`config.mk`:
```
export PLATFORM = sky130hd
export DESIGN_NAME = cnn_sched
export DESIGN_NICKNAME = d
export VERILOG_FILES = /design/src/rtl/cnn_pkg.sv /design/src/rtl/cnn_img_loader.sv /design/src/rtl/cnn_sched.sv
export SDC_FILE = /design/constraint.sdc
export NUM_CORES = 1
export LEC_CHECK = 0
export ABC_AREA = 1
export BUFFER_PORTS_ARGS = -buffer_cell sky130_fd_sc_hd__buf_2
export CAP_MARGIN = 25
export CORE_MARGIN = 2
export CORE_UTILIZATION = 35
export CTS_CLUSTER_SIZE = 8
export DETAILED_ROUTE_END_ITERATION = 16
export PLACE_DENSITY = 0.58
export REMOVE_ABC_BUFFERS = 1
export SLEW_MARGIN = 20
export SYNTH_ARGS = -nofsm -noshare
export SYNTH_HDL_FRONTEND = slang
export SYNTH_SLANG_ARGS = --single-unit
```
`constraint.sdc`:
```
create_clock -name clk -period 2.8 [get_ports clk]
set_clock_uncertainty 0.1 [all_clocks]
set_input_delay 0 -clock clk [delete_from_list [all_inputs] [get_ports clk]]
set_output_delay 0 -clock clk [all_outputs]
set_load 0.02 [all_outputs]
```
`src/rtl/cnn_pkg.sv`:
```
// Shared types and constants for the CNN inference sequencer.
// The state codes double as the externally visible cur_stage value.
package cnn_pkg;

    localparam int N_PIX  = 784;
    localparam int IMG_AW = 10;
    localparam int N_STG  = 5;

    localparam logic [N_STG-1:0] STG_CONV1 = 5'b00001;
    localparam logic [N_STG-1:0] STG_POOL1 = 5'b00010;
    localparam logic [N_STG-1:0] STG_CONV2 = 5'b00100;
    localparam logic [N_STG-1:0] STG_POOL2 = 5'b01000;
    localparam logic [N_STG-1:0] STG_FC    = 5'b10000;

    typedef enum logic [2:0] {
        ST_IDLE  = 3'd0,
        ST_LOAD  = 3'd1,
        ST_CONV1 = 3'd2,
        ST_POOL1 = 3'd3,
        ST_CONV2 = 3'd4,
        ST_POOL2 = 3'd5,
        ST_FC    = 3'd6,
        ST_FLUSH = 3'd7
    } state_e;

    // Engine bit owned by a compute state; zero for the non-compute states.
    function automatic logic [N_STG-1:0] stage_bit(state_e s);
        logic [N_STG-1:0] b;
        b = '0;
        case (s)
            ST_CONV1: b = STG_CONV1;
            ST_POOL1: b = STG_POOL1;
            ST_CONV2: b = STG_CONV2;
            ST_POOL2: b = STG_POOL2;
            ST_FC:    b = STG_FC;
            default:  b = '0;
        endcase
        return b;
    endfunction

endpackage

```
`src/rtl/cnn_img_loader.sv`:
```
// Counts accepted host pixels and drives the registered image-memory write port.
// Write appears one cycle after the handshake; ready drops once the image is complete.
module cnn_img_loader
    import cnn_pkg::*;
#(
    parameter int PIX_W = 16,
    parameter int NPIX  = 784
) (
    input  logic              clk,
    input  logic              rst_n,
    input  logic              clr_i,
    input  logic              load_i,
    input  logic              pix_valid_i,
    input  logic [PIX_W-1:0]  pix_data_i,
    output logic              pix_ready_o,
    output logic              last_acc_o,
    output logic [IMG_AW-1:0] img_addr_o,
    output logic [PIX_W-1:0]  img_data_o,
    output logic              img_wren_o
);

    localparam logic [IMG_AW-1:0] NPIX_C = IMG_AW'(NPIX);
    localparam logic [IMG_AW-1:0] LAST_C = IMG_AW'(NPIX - 1);

    logic [IMG_AW-1:0] pix_cnt_q, pix_cnt_d;
    logic [IMG_AW-1:0] addr_q, addr_d;
    logic [PIX_W-1:0]  data_q, data_d;
    logic              wren_q, wren_d;
    logic              acc;

    assign pix_ready_o = load_i && (pix_cnt_q < NPIX_C);
    assign acc         = pix_ready_o && pix_valid_i;
    assign last_acc_o  = acc && (pix_cnt_q == LAST_C);

    always_comb begin
        pix_cnt_d = pix_cnt_q;
        addr_d    = addr_q;
        data_d    = data_q;
        wren_d    = acc;
        if (clr_i) begin
            pix_cnt_d = '0;
        end else if (acc) begin
            pix_cnt_d = pix_cnt_q + 1'b1;
        end
        if (acc) begin
            addr_d = pix_cnt_q;
            data_d = pix_data_i;
        end
    end

    always_ff @(posedge clk or negedge rst_n) begin
        if (!rst_n) begin
            pix_cnt_q <= '0;
            addr_q    <= '0;
            data_q    <= '0;
            wren_q    <= 1'b0;
        end else begin
            pix_cnt_q <= pix_cnt_d;
            addr_q    <= addr_d;
            data_q    <= data_d;
            wren_q    <= wren_d;
        end
    end

    assign img_addr_o = addr_q;
    assign img_data_o = data_q;
    assign img_wren_o = wren_q;

endmodule

```
`src/rtl/cnn_sched.sv`:
```
// Inference sequencer: image load, then conv1/pool1/conv2/pool2/fc strictly in order.
// Start pulses one cycle after the enabling event; pixel intake throttled by pix_ready.
module cnn_sched #(
    parameter int PIX_W       = 16,
    parameter int N_PIX       = 784,
    parameter int TIMEOUT_CYC = 1048576,
    parameter int CNT_W       = 24
) (
    input  logic             clk,
    input  logic             rst_n,
    input  logic             start,
    input  logic             abort,
    input  logic             pix_valid,
    input  logic [PIX_W-1:0] pix_data,
    output logic             pix_ready,
    output logic [9:0]       img_addr,
    output logic [PIX_W-1:0] img_data,
    output logic             img_wren,
    output logic [4:0]       stage_start,
    input  logic [4:0]       stage_done,
    output logic [2:0]       cur_stage,
    output logic             busy,
    output logic             done,
    output logic             error,
    output logic [CNT_W-1:0] run_cycles
);
    import cnn_pkg::*;

    localparam int            TW      = $clog2(TIMEOUT_CYC + 1);
    localparam logic [TW-1:0] TO_LAST = TW'(TIMEOUT_CYC - 1);

    state_e           state_q, state_d;
    logic             error_q, error_d;
    logic             done_q, done_d;
    logic [4:0]       stg_start_q, stg_start_d;
    logic [TW-1:0]    stage_cnt_q, stage_cnt_d;
    logic [CNT_W-1:0] run_cyc_q, run_cyc_d;

    logic       start_acc;
    logic       last_acc;
    logic       compute;
    logic [4:0] cur_bit;
    logic       match;
    logic       spurious;
    logic       timeout;

    cnn_img_loader #(
        .PIX_W (PIX_W),
        .NPIX  (N_PIX)
    ) u_loader (
        .clk         (clk),
        .rst_n       (rst_n),
        .clr_i       (start_acc),
        .load_i      (state_q == ST_LOAD),
        .pix_valid_i (pix_valid),
        .pix_data_i  (pix_data),
        .pix_ready_o (pix_ready),
        .last_acc_o  (last_acc),
        .img_addr_o  (img_addr),
        .img_data_o  (img_data),
        .img_wren_o  (img_wren)
    );

    // Outside compute states cur_bit is zero, so any done bit counts as spurious.
    assign cur_bit  = stage_bit(state_q);
    assign compute  = |cur_bit;
    assign match    = |(stage_done & cur_bit);
    assign spurious = |(stage_done & ~cur_bit);
    assign timeout  = compute && (stage_cnt_q == TO_LAST);

    always_comb begin
        state_d   = state_q;
        error_d   = error_q;
        done_d    = 1'b0;
        start_acc = 1'b0;
        if (state_q == ST_IDLE) begin
            if (spurious) begin
                error_d = 1'b1;
            end else if (start) begin
                state_d   = ST_LOAD;
                error_d   = 1'b0;
                start_acc = 1'b1;
            end
        end else if (abort) begin
            state_d = ST_IDLE;
        end else if (match) begin
            case (state_q)
                ST_CONV1: state_d = ST_POOL1;
                ST_POOL1: state_d = ST_CONV2;
                ST_CONV2: state_d = ST_POOL2;
                ST_POOL2: state_d = ST_FC;
                default: begin
                    state_d = ST_IDLE;
                    done_d  = 1'b1;
                end
            endcase
        end else if (timeout || spurious) begin
            state_d = ST_IDLE;
            error_d = 1'b1;
        end else if (state_q == ST_LOAD) begin
            if (last_acc) state_d = ST_FLUSH;
        end else if (state_q == ST_FLUSH) begin
            state_d = ST_CONV1;
        end
    end

    always_comb begin
        stg_start_d = '0;
        stage_cnt_d = stage_cnt_q;
        run_cyc_d   = run_cyc_q;
        if (state_d != state_q) begin
            stg_start_d = stage_bit(state_d);
            stage_cnt_d = '0;
        end else if (compute) begin
            stage_cnt_d = stage_cnt_q + 1'b1;
        end
        if (start_acc) begin
            run_cyc_d = '0;
        end else if ((state_q != ST_IDLE) && (run_cyc_q != {CNT_W{1'b1}})) begin
            run_cyc_d = run_cyc_q + 1'b1;
        end
    end

    always_ff @(posedge clk or negedge rst_n) begin
        if (!rst_n) begin
            state_q     <= ST_IDLE;
            error_q     <= 1'b0;
            done_q      <= 1'b0;
            stg_start_q <= '0;
            stage_cnt_q <= '0;
            run_cyc_q   <= '0;
        end else begin
            state_q     <= state_d;
            error_q     <= error_d;
            done_q      <= done_d;
            stg_start_q <= stg_start_d;
            stage_cnt_q <= stage_cnt_d;
            run_cyc_q   <= run_cyc_d;
        end
    end

    assign stage_start = stg_start_q;
    assign cur_stage   = state_q;
    assign busy        = (state_q != ST_IDLE);
    assign done        = done_q;
    assign error       = error_q;
    assign run_cycles  = run_cyc_q;

endmodule
```
Word level (Yosys, flattened, before mapping)
Index checks and enable logic that the tools add are counted.

cells by class
  reduce and logical (&&, ||, !) cells = 17
  magnitude comparators = 1
  add/sub/neg operators = 3
  bitwise gates (word level) = 3
  equal/unequal tests = 19
  multiplexer cells = 32

operator list
  kind                                                               number
  5-bit case mux with 5 select lines                                 2
  24-bit two-way mux                                                 2
  21-bit two-way mux                                                 2
  3-bit two-way mux                                                  9
  24-bit by 1-bit adder with 24-bit output, second input constant    1
  24-bit != test, second input constant                              1
  21-bit by 1-bit adder with 21-bit output, second input constant    1
  21-bit by 20-bit == test with 1-bit output, second input constant  1
  3-bit == test, second input constant                               7
  10-bit two-way mux                                                 2
  5-bit OR reduction                                                 3
  1-bit two-way mux                                                  13
  3-bit by 2-bit == test with 1-bit output, second input constant    4
  3-bit case mux with 4 select lines                                 1
  10-bit by 1-bit adder with 10-bit output, second input constant    1
  5-bit bitwise AND                                                  2
  10-bit == test, second input constant                              1
  10-bit less-than comparator, second input constant                 1
  2-bit nonzero test                                                 4
  1-bit logical AND                                                  5
  5-bit two-way mux                                                  1
  5-bit inverter                                                     1
  2-bit by 1-bit != test with 1-bit output, second input constant    2
  4-bit AND reduction                                                1
  other kinds (7)                                                    7

word-level totals
  output and inout port bits = 63
  bits in registers = 92
  input port bits = 26
  word-level logic and storage cells = 85

Logic depth before layout (Yosys ltp)
Gate-level depths: netlist (run 1).

  depth after elaboration = 13
  gate-level depth with buffers = 17
  mapped depth without buffers = 15

Modules after synthesis
Synthesis (run 1) repeated with hierarchy kept, for this count alone.

unflattened totals
  cell total of the unflattened synthesis = 638
  area, all modules = 4922.2 µm²

by module, submodules not included
  module          times used  sequential area each (µm²)  cells each  area each (µm²)
  cnn_sched       1           1376.3                      436         3285.7
  cnn_img_loader  1           925.9                       202         1636.6

Worst setup path before layout (run 1)
No wires, ideal clock.

  kind = flip-flop to flip-flop
  start = register run_cyc_q[0], in the netlist run_cycles[0]
  end = register run_cyc_q[11], in the netlist run_cycles[11]
  stages on the path, launching flop included = 12
  data arrival time = 2.037 ns
  setup time = 0.127 ns
  required time = 2.573 ns
  slack = 0.535 ns
  buffers on the path = 1
  clock period less this slack = 2.265 ns
  cells stage by stage = dfrtp_1 > ha_1 > inv_1 > nor3_1 > nand2_1 > nor2_1 > nand2_1 > nand2_1 > clkinv_1 > buf_2 > nand4_1 > o21ai_0

between the ends
  cells in the longest elaborated chain, start to end = 3
  elaborated cells between the ends (all ways) = 6
  classes of those cells = 1 x add/sub; 1 x eq/ne; 2 x mux; 2 x reduce/logical

RTL lines
  element                                                                     RTL line                            text
  start, declared                                                             cnn_sched.sv:37                     logic [CNT_W-1:0] run_cyc_q, run_cyc_d;
  start signal, assigned                                                      cnn_sched.sv:138                    run_cyc_q <= run_cyc_d;
  24-bit by 1-bit adder with 24-bit output or 24-bit != test (tied branches)  cnn_sched.sv:120, cnn_sched.sv:119
  24-bit two-way mux or 1-bit logical AND (tied branches)                     cnn_sched.sv:119                    end else if ((state_q != ST_IDLE) && (run_cyc_q != {CNT_W{1'b1}})) begin
  24-bit two-way mux or 2-bit nonzero test (tied branches)                    n/a

Several ways; a longest one is shown, not always the timed one. The select of a mux whose other input is x is not followed.
A chain may end at the register's enable or synchronous reset.

Worst setup path in the final report (run 1)
  start = register u_loader.pix_cnt_q[0]
  end = register stage_cnt_q[0]

between the ends
  cells in the longest elaborated chain, start to end = 12
  elaborated cells between the ends (all ways) = 14
  classes of those cells = 1 x order compare; 2 x eq/ne; 7 x mux; 4 x reduce/logical

RTL lines
  element                                                   RTL line              text
  start, declared                                           cnn_img_loader.sv:25  logic [IMG_AW-1:0] pix_cnt_q, pix_cnt_d;
  start signal, assigned                                    cnn_img_loader.sv:58  pix_cnt_q <= pix_cnt_d;
  10-bit less-than comparator                               cnn_img_loader.sv:31  assign pix_ready_o = load_i && (pix_cnt_q < NPIX_C);
  1-bit logical AND                                         cnn_img_loader.sv:31
  1-bit logical AND                                         cnn_img_loader.sv:32  assign acc = pix_ready_o && pix_valid_i;
  1-bit logical AND (*)                                     cnn_img_loader.sv:33  assign last_acc_o = acc && (pix_cnt_q == LAST_C);
  3-bit two-way mux (*)                                     cnn_sched.sv:101      if (last_acc) state_d = ST_FLUSH;
  3-bit two-way mux (*)                                     cnn_sched.sv:100      end else if (state_q == ST_LOAD) begin
  3-bit two-way mux (*)                                     cnn_sched.sv:97       end else if (timeout || spurious) begin
  3-bit two-way mux (*)                                     cnn_sched.sv:86       end else if (match) begin
  3-bit two-way mux (*)                                     cnn_sched.sv:84       end else if (abort) begin
  3-bit two-way mux (*)                                     cnn_sched.sv:76       if (state_q == ST_IDLE) begin
  3-bit != test (*)                                         cnn_sched.sv:111      if (state_d != state_q) begin
  21-bit two-way mux or 2-bit nonzero test (tied branches)  n/a
  end signal, assigned                                      cnn_sched.sv:137      stage_cnt_q <= stage_cnt_d;
  end, declared                                             cnn_sched.sv:36       logic [TW-1:0] stage_cnt_q, stage_cnt_d;

Mark *: on every way between the ends. The rest lies on a longest branch, timed or not.

==> results of run 1 <==
-- Yosys cell counts (all sizes together) --
master and n:
nand2 184, dfrtp 92, nor2 82, inv 63, nand3 46, o21ai 36, nand4 26, xor2 18
a21oi 17, nor3 17, clkbuf 9, xnor2 7, buf 6, nor4 6, ha 3, or2 3
clkinv 2, nand3b 2, a21boi 1, mux2i 1, nor3b 1, o21bai 1, o32ai 1
-- registers in the layout, indices dropped and copies added, names as in the netlist --
name                 flops
error                    1
u_loader.img_addr_o     10
cur_stage                3
stage_start              5
done                     1
u_loader.img_wren_o      1
u_loader.pix_cnt_q      10
stage_cnt_q             21
u_loader.img_data_o     16
run_cycles              24
-- per-stage QoR --
step | cell area [um2] | util, % | setup TNS [ns]
after floorplan | 4810 | - | -2.92
after global placement | 5560 | 40.4 | 0
after detailed placement | 5560 | 40.4 | 0
after CTS | 6070 | 44.1 | 0
after global routing | 6080 | 44.2 | 0
final | 6080 | 44.2 | 0
-- cell families (layout without fill, tap and decap cells) --
family                   Yosys count  after routing  share of synthesized area (%)
adder cells (fa/ha/maj)            3              3                          0.765
AO/OA/AOI/OAI                     56             56                           5.89
flip-flops                        92             92                           46.9
multiplexers                       1              1                          0.204
AND/OR/NAND/NOR                  367            367                           34.8
XOR/XNOR                          25             25                           4.46
buffers and inverters             80            197                           6.98
-- power by group through the flow --
stage                     Sequential [mW]  Combinational (mW)  Clock [mW]
after floorplan                      1.60               0.152           0
after global placement               1.54               0.398           0
after detailed placement             1.54               0.403           0
after CTS                            1.52               0.425        1.35
after global routing                 1.53               0.473        1.40
final                                1.52               0.421        1.31
-- per-layer routing --
layer / global-route usage (%) / up-vias / share of wire (%)
met5: 0 / - / 0
met4: 6.32 / 0 / 1.2
met3: 3.35 / 14 / 4.9
met2: 27.9 / 107 / 47
met1: 23.8 / 2107 / 47
li1: - / 2242 / -
-- critical path, cell delays in order, from the launching register on --
cell     delay (ns)
dfrtp_1        0.39
ha_1           0.19
nand2_1        0.07
nor2_1         0.18
nand4_1        0.19
o21ai_0        0.22
nand4_1        0.13
nand2_1        0.10
nand2_1        0.09
nand2_1        0.08
nand2_1        0.16
nand2_4        0.36
nor2_1         0.07
-- cell type report --
| cell class | instances | share of cell area (%) |
|---|---|---|
| Sequential cell | 92 | 37.9 |
| Clock buffer | 10 | 3.76 |
| Tap cell | 180 | 3.70 |
| Timing Repair Buffer | 117 | 11.9 |
| Multi-Input combinational cell | 452 | 37.4 |
| Inverter | 65 | 4.01 |
| Clock inverter | 5 | 1.42 |
-- final timing paths --
check,start,end,slack [ns],depth (start not counted)
worst max-delay path,u_loader.pix_cnt_q[0],stage_cnt_q[0],0.31,12
worst min-delay path,rst_n,run_cycles[22],0.1,2
worst max register to register,u_loader.pix_cnt_q[0],stage_cnt_q[0],0.31,12
worst min register to register,u_loader.img_data_o[14],u_loader.img_data_o[14],0.37,2
max in group asynchronous,rst_n,u_loader.pix_cnt_q[3],1.84,3
min in group clk,stage_done[0],error,0.17,8
-- what timing repair did --
action | 4_1_cts | 5_1_grt
endpoints found under the hold margin | 59 | 0
hold buffers | 20 | 0
gates resized for setup | 0 | 2
setup endpoints to repair | 0 | 20
==> out/qor.yml, run 1 <==
nets: 766
pwr-share-clk_pct: 40.3
maxSlewViolCount: 0
detailed_place_hpwl_mm: 9.29
synthCells: 624
synth.area.top_cells: "dfrtp_1 (47%), nand2_1 (14%), inv_1 (4.5%)"
combPwrFrac_pct: 13.0
clk_pin_slew_ns: 0.07
clk_latency_ns: 0.34
switching_power_uw: 884
antennaDiodeCount: 0
route.detailed.drc: 0
p_seq_share_pct: 46.7
fp.dieH_um: 122
rows: 43
ff_latch_area_mm2: 0.00230
hold_viol_final: 0
viasPerCell: 4.85
multi_input_area_mm2: 0.00227
p_per_area_mw_per_mm2: 534
start_util_pct: 35.6
final_common_cell: "nand2_1"
die_w_um: 122
fillCellCount: 1443
htree_levels: 3
drt_pre_antenna_iters: 5
clockBufferDepth: 2
yosysSeqAreaShare_pct: 46.9
cts_root_buf: "clkbuf_16"
cp-end-kind: "flop"
synth_area_per_cell_um2: 7.87
coreArea_mm2: 0.0138
synthesis.area_mm2: 0.00491
finalSetupViolCount: 0
routed-via-count: 4470
crit_required_ns: 2.92
syn_to_final_growth_pct: 23.9
ir_drop_mv: 0.282
cts_tree: "done"
drt_iter0_drc: 383
p_int_mw: 2.36
path_class: "flop to flop"
numCtsBuffers: 9
wl_per_cell_um: 13.8
whs_ns: 0.0984
drive_gt1_share_pct: 21.2
ys_ff_latch: 92
wl_mm: 12.7
post-synth-top-area-fraction_pct: 46.9
dp_slack_ns: 0.124
io_buffers: 88
placedCellCount: 886
fin_crit_sh_pct: 88.9
clock_sinks: 92
grt_pass1_vias: 4332
tightest_slew_ns: 0.647
max-slew-margin-rel_pct: 56.5
min_period_ns: 2.49
grt_max_degree: 53
worstSetupStartpointType: "flop"
worstPathArrival_ns: 2.61
post_cts_buffers: 0
synth_top_area_cell: "dfrtp_1"
grt_first_pass_wirelength_mm: 20.7
grt.total_usage_pct: 17.5
antenna_found_initial: 0
min_path_type: "primary input to asynchronous set/reset pin"
grt_setup_unrepaired: "false"
num_io_pins: 89
power_mw: 3.25
layout_common_cells: "nand2_1 (177), dfrtp_1 (92), buf_2 (87)"
swShare_pct: 27.2
timing.fmax_mhz: 402
p_leak_nw: 3.04
cap_violations: 0
gp_congestion: 0.900
path_max_fanout: 21
synth.distinct_cells: 35
dieArea_mm2: 0.0150
fin_cells: 921
ys_warn_count: 0
setup_slack_ns: 0.310
status: "finished, final reports clean"
postRouteAntennaNets: 0
overflow: 0
No activity file was read; power rests on OpenSTA's default activity.
==> run 2: changes to the inputs <==
Settings changed: ABC_AREA 1 to not set.
==> run 2 against run 1 <==
  * Non-clock buffer count up 13
  * First-iteration DRC count down 42%
  * Register-to-register slack worse by 0.14 ns
  * Largest power group unchanged
==> out/qor.yml, run 2 <==
p_per_area_mw_per_mm2: 577
cts_root_buf: "clkbuf_16"
num_io_pins: 89
synth.area.top_cells: "dfrtp_1 (48%), nand2_1 (8.7%), xnor2_1 (6.0%)"
synthFlopType: "dfrtp_1"
grt_setup_unrepaired: "false"
synthesis.area_mm2: 0.00483
grt_max_degree: 60
io_buffers: 88
fin_crit_sh_pct: 94.1
reg2regPathDepth: 7
combPwrFrac_pct: 20.0
routed-via-count: 4023
synthArstFlopShare_pct: 100
p_seq_share_pct: 47.4
setup_slack_ns: 0.166
postRouteAntennaNets: 0
viasPerCell: 5.03
drive_gt1_share_pct: 27.6
status: "finished, final reports clean"
worstPathArrival_ns: 2.78
clock_sinks: 92
post-route-util_pct: 45.3
ys_ff_latch: 92
ys_warn_count: 0
overflow: 0
min_path_type: "primary input to flop"
rows: 42
route.detailed.drc: 0
crit_required_ns: 2.94
cts_tree: "done"
htree_levels: 3
post-synth-top-area-fraction_pct: 47.6
post_cts_buffers: 0
numCtsBuffers: 9
clk_latency_ns: 0.35
p_int_mw: 2.38
p_leak_nw: 2.75
largest_reg_flops: 24
start_util_pct: 36.2
wl_mm: 12.0
worstSetupStartpointType: "flop"
cp-end-kind: "flop"
grt_pass1_vias: 4149
clk_pin_slew_ns: 0.06
worstPathCellList: "nand2b_1 > o41ai_2 > nand3_2 > or4_4 > nor3b_4 > buf_12 > nor4_2"
synth_top_area_cell: "dfrtp_1"
synthCells: 507
pwr-share-clk_pct: 32.5
antennaDiodeCount: 0
ir_drop_mv: 0.351
coreArea_mm2: 0.0133
switching_power_mw: 1.11
antenna_found_initial: 0
cap_violations: 0
yosysSeqAreaShare_pct: 47.6
crit_slowest_cell: "or4_4"
wl_per_cell_um: 15.0
min_period_ns: 2.63
final_common_cell: "nand2_1"
syn_to_final_growth_pct: 25.1
fin_tns_setup_ns: 0
yosys-top-cells-count: "nand2_1 (112), dfrtp_1 (92), nor2_1 (42), xnor2_1 (33), nor3_1 (22)"
drt_iter0_drc: 222
grt.total_usage_pct: 17.6
synth.distinct_cells: 62
finalSetupViolCount: 0
detailed_place_hpwl_mm: 8.47
fp.dieH_um: 122
critPathMaxStageDelay_ns: 0.59
dp_slack_ns: 0.0618
tightest_slew_ns: 0.760
worstSetupPathDepth: 7
clockBufferDepth: 2
maxSlewViolCount: 0
die_w_um: 122
gp_congestion: 0.905
max-slew-margin-rel_pct: 49.3
grt_first_pass_wirelength_mm: 20.5
hold_path_depth: 6
dieArea_mm2: 0.0148
drt_pre_antenna_iters: 4
nets: 649
synth_edf_count: 0
layout_common_cells: "nand2_1 (112), dfrtp_1 (89), buf_2 (87)"
timing.fmax_mhz: 380
path_max_fanout: 22
path_class: "flop to flop"
swShare_pct: 31.7
crit_buf_inv: 1
synthMostInstantiatedCell: "nand2_1"
synth_area_per_cell_um2: 9.53
hold_viol_final: 0
cpLargestDelayFamily: "simple AND/OR/NAND/NOR gates"
-- run 2: cell types whose count changed after synthesis, moves of 6 or more --
cell and change:
nor4_2 +19, o21ai_0 -26, clkbuf_1 +9, nand2_1 -65
xnor2_1 +26, nand3_1 -32, nor2_1 -15, nor2_2 -19
nand4_1 -13, inv_1 -48, nor4_1 +8, nor3_1 +6
-- run 2: power by group through the flow --
stage	clock [mW]	combinational, mW	sequential [mW]
final	1.13	0.698	1.65
after floorplan	0	0.234	1.83
after detailed placement	0	0.687	1.67
after global routing	1.23	0.770	1.68
after global placement	0	0.674	1.66
after CTS	1.18	0.708	1.65
-- run 2: kinds of logic (layout without fill, tap and decap cells) --
kind of cell	count (synthesis)	after routing	share of synthesized area (%)
adder cells (fa/ha/maj)	3	3	0.777
multiplexers	6	6	1.40
buffers and inverters	41	158	4.07
flip-flops	92	92	47.6
AND/OR/NAND/NOR	270	270	30.3
AO/OA/AOI/OAI	47	47	7.07
XOR/XNOR	48	48	8.70
-- run 2: final cells by class --
| cell class | count | area, um2 |
|---|---|---|
| clock buffers | 10 | 239 |
| clock inverters | 5 | 36.3 |
| fillers | 1344 | 7300 |
| inverters | 13 | 48.8 |
| multi-input cells | 374 | 2350 |
| flip-flops and latches | 92 | 2310 |
| well taps | 176 | 220 |
| repair buffers | 130 | 843 |
-- run 2: metrics by stage --
stage	cell area, um2	hold slack [ns]	instances	power [mW]
finish	6040	0.102	800	3.48
detailed placement	5580	0.0308	766	2.36
CTS	6040	0.0903	800	3.54
floorplan	4680	-0.396	479	2.06
global placement	5580	0.0267	766	2.34
global route	6040	0.161	800	3.68
-- run 2: path summary, 6_finish.rpt --
kind / slack (ns) / end / startpoint
max reg2reg: 0.17 / stage_cnt_q[12] / cur_stage[1]
min: 0.10 / u_loader.pix_cnt_q[6] / pix_valid
min in group asynchronous: 0.16 / stage_cnt_q[5] / rst_n
min reg2reg: 0.37 / u_loader.img_data_o[4] / u_loader.img_data_o[4]
max: 0.17 / stage_cnt_q[12] / cur_stage[1]
max in group asynchronous: 1.67 / cur_stage[1] / rst_n
-- run 2: worst reg2reg max path: stages, from the launching register on --
cell	delay (ns)
dfrtp_2	0.50
nand2b_1	0.23
o41ai_2	0.29
nand3_2	0.20
or4_4	0.59
nor3b_4	0.18
buf_12	0.17
nor4_2	0.28
-- run 2: layer usage --
metal	global-route usage, %	wire length [um]	up-vias	share of wire [%]
li1	-	-	1983	-
met1	22.6	5380	1932	45
met2	28.0	5770	80	48
met3	3.67	493	28	4.1
met4	9.05	375	0	3.1
met5	0	0	-	0
-- run 2: repair_timing --
item | CTS | global route
setup endpoints to repair | 0 | 21
hold endpoints to repair | 77 | 0
resized for setup | 0 | 3
hold buffers | 19 | 0
